==> src/rtl/display_pkg.sv <==
// Shared constants and types for the clock display scan path.
// Latency: n/a (declarations only).
// Backpressure: n/a.
package display_pkg;

  // Digit codes understood by the seven-segment decoder beyond 0-9.
  localparam logic [3:0] CODE_BLANK = 4'hA;
  localparam logic [3:0] CODE_ERR   = 4'hB;

  localparam int NUM_DIGITS = 4;

  // Digit slot indices; slot 0 is the rightmost digit.
  localparam logic [1:0] MIN_ONES = 2'd0;
  localparam logic [1:0] MIN_TENS = 2'd1;
  localparam logic [1:0] HR_ONES  = 2'd2;
  localparam logic [1:0] HR_TENS  = 2'd3;

  // Registered output bundle driven towards the decoder and digit drivers.
  typedef struct packed {
    logic [3:0] code;
    logic [3:0] anode_n;
    logic [1:0] sel;
  } scan_out_t;

  localparam scan_out_t OUT_RESET = '{code: CODE_BLANK, anode_n: 4'b1111, sel: MIN_ONES};

  // Active-low one-hot enable for a digit slot.
  function automatic logic [3:0] onehot_low(input logic [1:0] idx);
    return ~(4'b0001 << idx);
  endfunction

endpackage

==> src/rtl/display_scan_if.sv <==
// Bus between the time/alarm logic, the scanner and the segment decoder.
// Latency: n/a (wiring only).
// Backpressure: none; the scanner free-runs and inputs are sampled at scan ticks.
interface display_scan_if;
  import display_pkg::*;

  logic [15:0]           digits_in;
  logic                  load;
  logic [NUM_DIGITS-1:0] blink_mask;
  logic                  blank_lz;
  logic                  display_en;
  logic [3:0]            digit_code;
  logic [NUM_DIGITS-1:0] anode_n;
  logic [1:0]            digit_sel;

  // Time/alarm side: supplies digits and display controls, observes the scan.
  modport master (
    output digits_in, load, blink_mask, blank_lz, display_en,
    input  digit_code, anode_n, digit_sel
  );

  // Scanner side.
  modport slave (
    input  digits_in, load, blink_mask, blank_lz, display_en,
    output digit_code, anode_n, digit_sel
  );
endinterface

==> src/rtl/tick_divider.sv <==
// Free-running modulo-DIV counter that emits a one-cycle tick on its last count.
// Latency: tick is combinational from the count register, asserted when count = DIV-1 and en = 1.
// Backpressure: none; counting only advances while en is high.
module tick_divider #(
  parameter int DIV = 2
) (
  input  logic clk,
  input  logic reset,
  input  logic en,
  output logic tick
);

  localparam int W = (DIV > 1) ? $clog2(DIV) : 1;
  localparam logic [W-1:0] LAST = W'(DIV - 1);

  logic [W-1:0] cnt_q, cnt_d;

  assign tick = en && (cnt_q == LAST);

  // Advance while enabled, wrapping to zero on the tick.
  always_comb begin
    cnt_d = cnt_q;
    if (en) begin
      cnt_d = tick ? '0 : cnt_q + 1'b1;
    end
  end

  // Count register with synchronous reset.
  always_ff @(posedge clk) begin
    if (reset) begin
      cnt_q <= '0;
    end else begin
      cnt_q <= cnt_d;
    end
  end

endmodule

==> src/rtl/display_scan.sv <==
// Time-multiplexed 4-digit scanner: shadow capture, blanking, blinking and error coding.
// Latency: outputs change one cycle after each scan tick; a load is seen at the next tick.
// Backpressure: none; scanning free-runs even while the display is disabled.
module display_scan
  import display_pkg::*;
#(
  parameter int SCAN_DIV  = 50000,
  parameter int BLINK_DIV = 128
) (
  input  logic           clk,
  input  logic           reset,
  display_scan_if.slave  bus
);

  logic        scan_tick;
  logic        blink_wrap;
  logic [15:0] shadow_q, shadow_d;
  logic [1:0]  idx_q, idx_d, idx_nxt;
  logic        blink_phase_q, blink_phase_d;
  scan_out_t   out_q, out_d;
  logic [3:0]  nibble;
  logic [3:0]  code_nxt;

  // Scan-rate prescaler.
  tick_divider #(.DIV(SCAN_DIV)) u_scan_div (
    .clk   (clk),
    .reset (reset),
    .en    (1'b1),
    .tick  (scan_tick)
  );

  // Blink half-period counter, stepped once per scan slot.
  tick_divider #(.DIV(BLINK_DIV)) u_blink_div (
    .clk   (clk),
    .reset (reset),
    .en    (scan_tick),
    .tick  (blink_wrap)
  );

  // The slot being prepared is the one after the current index; the shadow
  // read here is the pre-load value, so a coincident load lands one tick later.
  assign idx_nxt = idx_q + 2'd1;
  assign nibble  = shadow_q[{idx_nxt, 2'b00} +: 4];

  // Digit code for the upcoming slot, highest-priority rule first.
  always_comb begin
    code_nxt = nibble;
    if (!bus.display_en) begin
      code_nxt = CODE_BLANK;
    end else if (blink_phase_q && bus.blink_mask[idx_nxt]) begin
      code_nxt = CODE_BLANK;
    end else if ((idx_nxt == HR_TENS) && bus.blank_lz && (nibble == 4'd0)) begin
      code_nxt = CODE_BLANK;
    end else if (nibble > 4'd9) begin
      code_nxt = CODE_ERR;
    end
  end

  // Next-state for shadow, index, blink phase and the registered outputs.
  always_comb begin
    shadow_d      = bus.load ? bus.digits_in : shadow_q;
    idx_d         = idx_q;
    blink_phase_d = blink_phase_q ^ blink_wrap;
    out_d         = out_q;
    if (scan_tick) begin
      idx_d         = idx_nxt;
      out_d.sel     = idx_nxt;
      out_d.code    = code_nxt;
      out_d.anode_n = bus.display_en ? onehot_low(idx_nxt) : 4'b1111;
    end
  end

  // State registers; reset clears everything including the captured digits.
  always_ff @(posedge clk) begin
    if (reset) begin
      shadow_q      <= 16'h0000;
      idx_q         <= MIN_ONES;
      blink_phase_q <= 1'b0;
      out_q         <= OUT_RESET;
    end else begin
      shadow_q      <= shadow_d;
      idx_q         <= idx_d;
      blink_phase_q <= blink_phase_d;
      out_q         <= out_d;
    end
  end

  assign bus.digit_code = out_q.code;
  assign bus.anode_n    = out_q.anode_n;
  assign bus.digit_sel  = out_q.sel;

endmodule

==> src/flat_wrapper.sv <==
// flat-port wrapper written by rule: the top's interface ports become plain ports
module display_scan_flat import display_pkg::*;
#(
  parameter int SCAN_DIV  = 50000,
  parameter int BLINK_DIV = 128
)
  (clk, reset, bus_digits_in, bus_load, bus_blink_mask, bus_blank_lz, bus_display_en, bus_digit_code, bus_anode_n, bus_digit_sel);
  display_scan_if bus_i ();
  input  logic clk;
  input  logic reset;
  input wire logic [$bits(bus_i.digits_in)-1:0] bus_digits_in;
  input wire logic [$bits(bus_i.load)-1:0] bus_load;
  input wire logic [$bits(bus_i.blink_mask)-1:0] bus_blink_mask;
  input wire logic [$bits(bus_i.blank_lz)-1:0] bus_blank_lz;
  input wire logic [$bits(bus_i.display_en)-1:0] bus_display_en;
  output wire logic [$bits(bus_i.digit_code)-1:0] bus_digit_code;
  output wire logic [$bits(bus_i.anode_n)-1:0] bus_anode_n;
  output wire logic [$bits(bus_i.digit_sel)-1:0] bus_digit_sel;
  assign bus_i.digits_in = bus_digits_in;
  assign bus_i.load = bus_load;
  assign bus_i.blink_mask = bus_blink_mask;
  assign bus_i.blank_lz = bus_blank_lz;
  assign bus_i.display_en = bus_display_en;
  assign bus_digit_code = bus_i.digit_code;
  assign bus_anode_n = bus_i.anode_n;
  assign bus_digit_sel = bus_i.digit_sel;
  display_scan #(.SCAN_DIV(SCAN_DIV), .BLINK_DIV(BLINK_DIV)) u_core (.clk(clk), .reset(reset), .bus(bus_i));
endmodule
==> config.mk <==
export PLATFORM = sky130hd
export DESIGN_NAME = display_scan_flat
export DESIGN_NICKNAME = d
export VERILOG_FILES = /design/src/rtl/display_pkg.sv /design/src/rtl/display_scan_if.sv /design/src/rtl/tick_divider.sv /design/src/rtl/display_scan.sv /design/src/flat_wrapper.sv
export SDC_FILE = /design/constraint.sdc
export NUM_CORES = 1
export LEC_CHECK = 0
export CAP_MARGIN = 20
export CORE_UTILIZATION = 45
export DETAILED_ROUTE_END_ITERATION = 8
export GPL_TIMING_DRIVEN = 0
export PLACE_DENSITY = 0.68
export SYNTH_ARGS = -nofsm -noshare
export SYNTH_HDL_FRONTEND = slang
export SYNTH_SLANG_ARGS = --single-unit
==> constraint.sdc <==
create_clock -name clk -period 2.66 [get_ports clk]
set_input_delay 0.532 -clock clk [delete_from_list [all_inputs] [get_ports clk]]
set_output_delay 0.532 -clock clk [all_outputs]
set_load 0.02 [all_outputs]
==> results.md <==
- GRT busiest layer: met2
- Pint: just over 1 mW
- Hold Startpoint: u_core.u_scan_div.cnt_q[0]
- Syn Area/Cell: 9.451 um^2
- Seq pwr share: 0.595
- Drc violations: 0
- Hold depth: 1
- FF-to-FF path depth: 8
- CTS tree: done
- Placer Congestion: 0.7580
- Final worst path period share: 0.9026
- DR iter-0 viols: 110
- WL per Instance: 12.77 um
- Critical path class: register to register
- Max stage delay on crit path: 0.57 ns
- Post-synthesis cell count: 242
- Worst VDD drop: 0.3390 mV
- Initial antenna violation count: 0
- Clock Pin Slew Worst Setup and Hold Paths: 0.09 ns
- Hold Path Class: register to register
- Worst skew pair latency: 0.29 ns
- Dpl cells: 342
- Leakage power: 1.067 nW
- First-pass GRT wire length: 7748 um
- Gate power share: 0.077
- Clock root buffer master: clkbuf_8
- Fill count: 459
- GRT overflow: 0
- Most used DFF post-synth: dfxtp_1
- Post-DRT Antenna Nets: 0
- CP max-delay cell: mux4_2
- Antenna cells: 0
- Core footprint: slightly below 5000 um^2
- Met2 usage: 0.3200
- Row count: 25
- Drt first pass iters: 5
- Clock Tree Buf Depth: 2
- Min-Delay Endpoint: u_core.u_scan_div.cnt_q[0]
- Worst Tran Pin Value: 0.5221 ns
- Die width: 73.29 um
- Critical Path, Cell by Cell: clkbuf_4 -> inv_1 -> ha_1 -> buf_2 -> mux4_2 -> nor2_1 -> nand3_1 -> a41oi_1
- Clk network pwr share: 0.327
- Initial Utilization: 0.4748
- Die area: 5371 um^2
- I/O pin cnt: 35
- M1 GR Usage: 0.2408
- R2r endpoint: u_core.bus.digit_code[3]
- Reg2reg setup slack: 0.26 ns
- Status: completed
- Post-synth cell types: 38
- M3 GR Usage: 0.04115
- CP required: 2.88 ns
- Hold Fails Final Rpt: 0
- Rel. slew slack: 0.6487
- Vias/cell: roughly 5.2
- Total Neg Setup Slack: 0 ns
- Crit path DAT: 2.62 ns
- DR vias: approximately 1,800
- Crit end category: register
- Async S/R FF share, synth: 0
- Htree depth: 2
- Startpoint Class: register
- Max Slew Vio Count: 0
- CTS Buf Count: 5
- Post-synth EDFFs: 0
- # port buffers: 33
- Worst Skew: 0.01028 ns
- Post-CTS Hold Buffers: 0
- PD cells: 467.4 nW/um^2
- Sw frac: 0.2258
- Final #Nets: roughly 310
- Post-Route WL: 4471 um
- Detailed placer's ending HPWL: 3262 um
- Worst Path Max Fanout: 10
- Die height: 73.29 um
- Share of post-route cells with drive strength above 1: 0.08127
- Sequential fraction of the synthesis area: 0.4376
- Psw: 0.2945 mW
- Min cycle time layout: 2.401 ns
- Max Clock Freq: roughly 420 MHz
- Reg2reg start: u_core.idx_q[0]
- Final setup fails: 0
- Mapped cell area: 2287 um^2
- CTS Sinks: 50
- Synth Warn #: 0
- Total GRT Usage: 0.1871
- Vias in the first global route: 1,695
- RSZ-0062 raised after global routing: false
- Max Cap Viol: 0
- Largest net degree at the start of global routing: 16
- Synth Register Bits: 50
- Non-Filler Instances: 350
- Syn_nets: 273
- Area delta synth->final: 21.99%
synth_stat cells, types with 3 or more instances:
| master | count | area, um^2 |
|---|---|---|
| dfxtp_1 | 50 | 1001 |
| o31ai_1 | 4 | 30.03 |
| xor2_1 | 10 | 87.58 |
| and4_1 | 4 | 35.03 |
| mux2_2 | 4 | 45.04 |
| or3_1 | 4 | 25.02 |
| nor3_1 | 3 | 15.01 |
| clkbuf_1 | 5 | 18.77 |
| a21oi_1 | 10 | 50.05 |
| nor2_1 | 38 | 142.6 |
| or4_1 | 4 | 30.03 |
| inv_1 | 7 | 26.28 |
| nand3_1 | 11 | 55.05 |
| and3_1 | 7 | 43.79 |
| o21ai_0 | 8 | 40.04 |
| ha_1 | 6 | 75.07 |
| nand2_1 | 12 | 45.04 |
| mux2i_1 | 19 | 190.2 |
| nand4_1 | 3 | 18.77 |
| buf_2 | 5 | 25.02 |
| mux4_2 | 3 | 67.56 |
| xnor2_1 | 3 | 26.28 |
cell usage in the layout, fill, tap and decap left out, types with 2 or more instances in the layout:
cell / instances
dfxtp_1: 50
nor2_1: 38
clkdlybuf4s50_1: 33
mux2i_1: 19
nand2_1: 12
nand3_1: 11
xor2_1: 10
a21oi_1: 10
o21ai_0: 8
inv_1: 7
and3_1: 7
clkbuf_1: 6
ha_1: 6
clkbuf_8: 5
and4_1: 4
buf_2: 4
mux2_2: 4
o31ai_1: 4
or4_1: 4
or3_1: 4
nand4_1: 3
xnor2_1: 3
mux4_2: 3
nor3_1: 3
buf_6: 2
and4bb_1: 2
buf_1: 2
o22ai_1: 2
a211oi_1: 2
a41oi_1: 2
flip-flops by register name, summed over array words and instances (netlist names):
signal,flops
u_core.bus.digit_code,4
u_core.blink_phase_q,1
u_core.bus.anode_n,4
u_core.u_blink_div.cnt_q,7
u_core.u_scan_div.cnt_q,16
u_core.idx_q,2
u_core.shadow_q,16
stage by stage:
step / hold slack (ns) / setup slack (ns) / instance area (um^2) / util / total power [mW]
6_report: 0.4726 / 0.2590 / 2790 / 0.5792 / 1.304
5_1_grt: 0.4909 / 0.04532 / 2790 / 0.5792 / 1.365
4_1_cts: 0.4733 / 0.1590 / 2788 / 0.5787 / 1.322
3_5_place_dp: 0.4550 / 0.1970 / 2701 / 0.5608 / 0.8952
3_3_place_gp: 0.4406 / 0.2291 / 2701 / 0.5608 / 0.8935
2_1_floorplan: 0.4265 / 0.3295 / 2287 / - / 0.8440
per-layer routing:
metal | vias to the layer above | routed length (um) | share of wire
li1 | 932 | - | -
met1 | 851 | 2173 | 0.49
met4 | 0 | 25 | 0.0056
met2 | 29 | 2151 | 0.48
met3 | 2 | 120 | 0.027
met5 | - | 0 | 0
power by group through the flow:
| stage | sequential, mW | clock, mW | combinational (mW) |
|---|---|---|---|
| 2_1_floorplan | 0.791 | 0 | 0.0533 |
| 3_3_place_gp | 0.793 | 0 | 0.100 |
| 3_5_place_dp | 0.794 | 0 | 0.101 |
| 4_1_cts | 0.776 | 0.444 | 0.102 |
| 5_1_grt | 0.779 | 0.475 | 0.111 |
| 6_report | 0.776 | 0.427 | 0.101 |
cell type report:
type / count / area [um^2] / share of cell area
plain buffers: 14 / 76.32 / 0.02735
clock buffers: 6 / 72.57 / 0.02601
clock inverters: 2 / 13.76 / 0.004933
inverters: 8 / 30.03 / 0.01076
multi-input cells: 170 / 1182 / 0.4238
flip-flops and latches: 50 / 1001 / 0.3587
well taps: 67 / 83.83 / 0.03004
repair buffers: 33 / 330.3 / 0.1184
logic make-up after synthesis:
kind of cell / synth area share
buffers and inverters: 0.04540
xor gates and xnor gates: 0.04978
DFF: 0.4376
muxes: 0.1324
and+or+nand+nor: 0.2188
AOI/OAI and AO/OA: 0.08315
adders and majority gates: 0.03282
what timing repair did:
action	4_1_cts	5_1_grt
buffers inserted	0	0
gates resized for setup	0	1
setup endpoints to repair	0	1
worst max path at each step:
stage,from,to,slack (ns),depth (start not counted)
global placement,u_core.idx_q[0],u_core.bus.digit_code[0],0.23,8
global route,u_core.idx_q[0],u_core.bus.digit_code[3],0.05,8
finish,u_core.idx_q[0],u_core.bus.digit_code[3],0.26,8
CTS,u_core.idx_q[0],u_core.bus.digit_code[3],0.16,8
detailed placement,u_core.idx_q[0],u_core.bus.digit_code[0],0.20,8
floorplan,u_core.idx_q[0],u_core.bus.digit_code[0],0.33,8
critical path, delay by kind of cell, from the launching register on:
| family | cells | cell delay (ns) |
|---|---|---|
| compound gates | 1 | 0.21 |
| fa+ha+maj | 1 | 0.27 |
| buf+inv | 3 | 0.60 |
| flops | 1 | 0.40 |
| mux | 1 | 0.57 |
| simple gates | 2 | 0.28 |
Note: power is estimated with default switching activity, not from simulation.
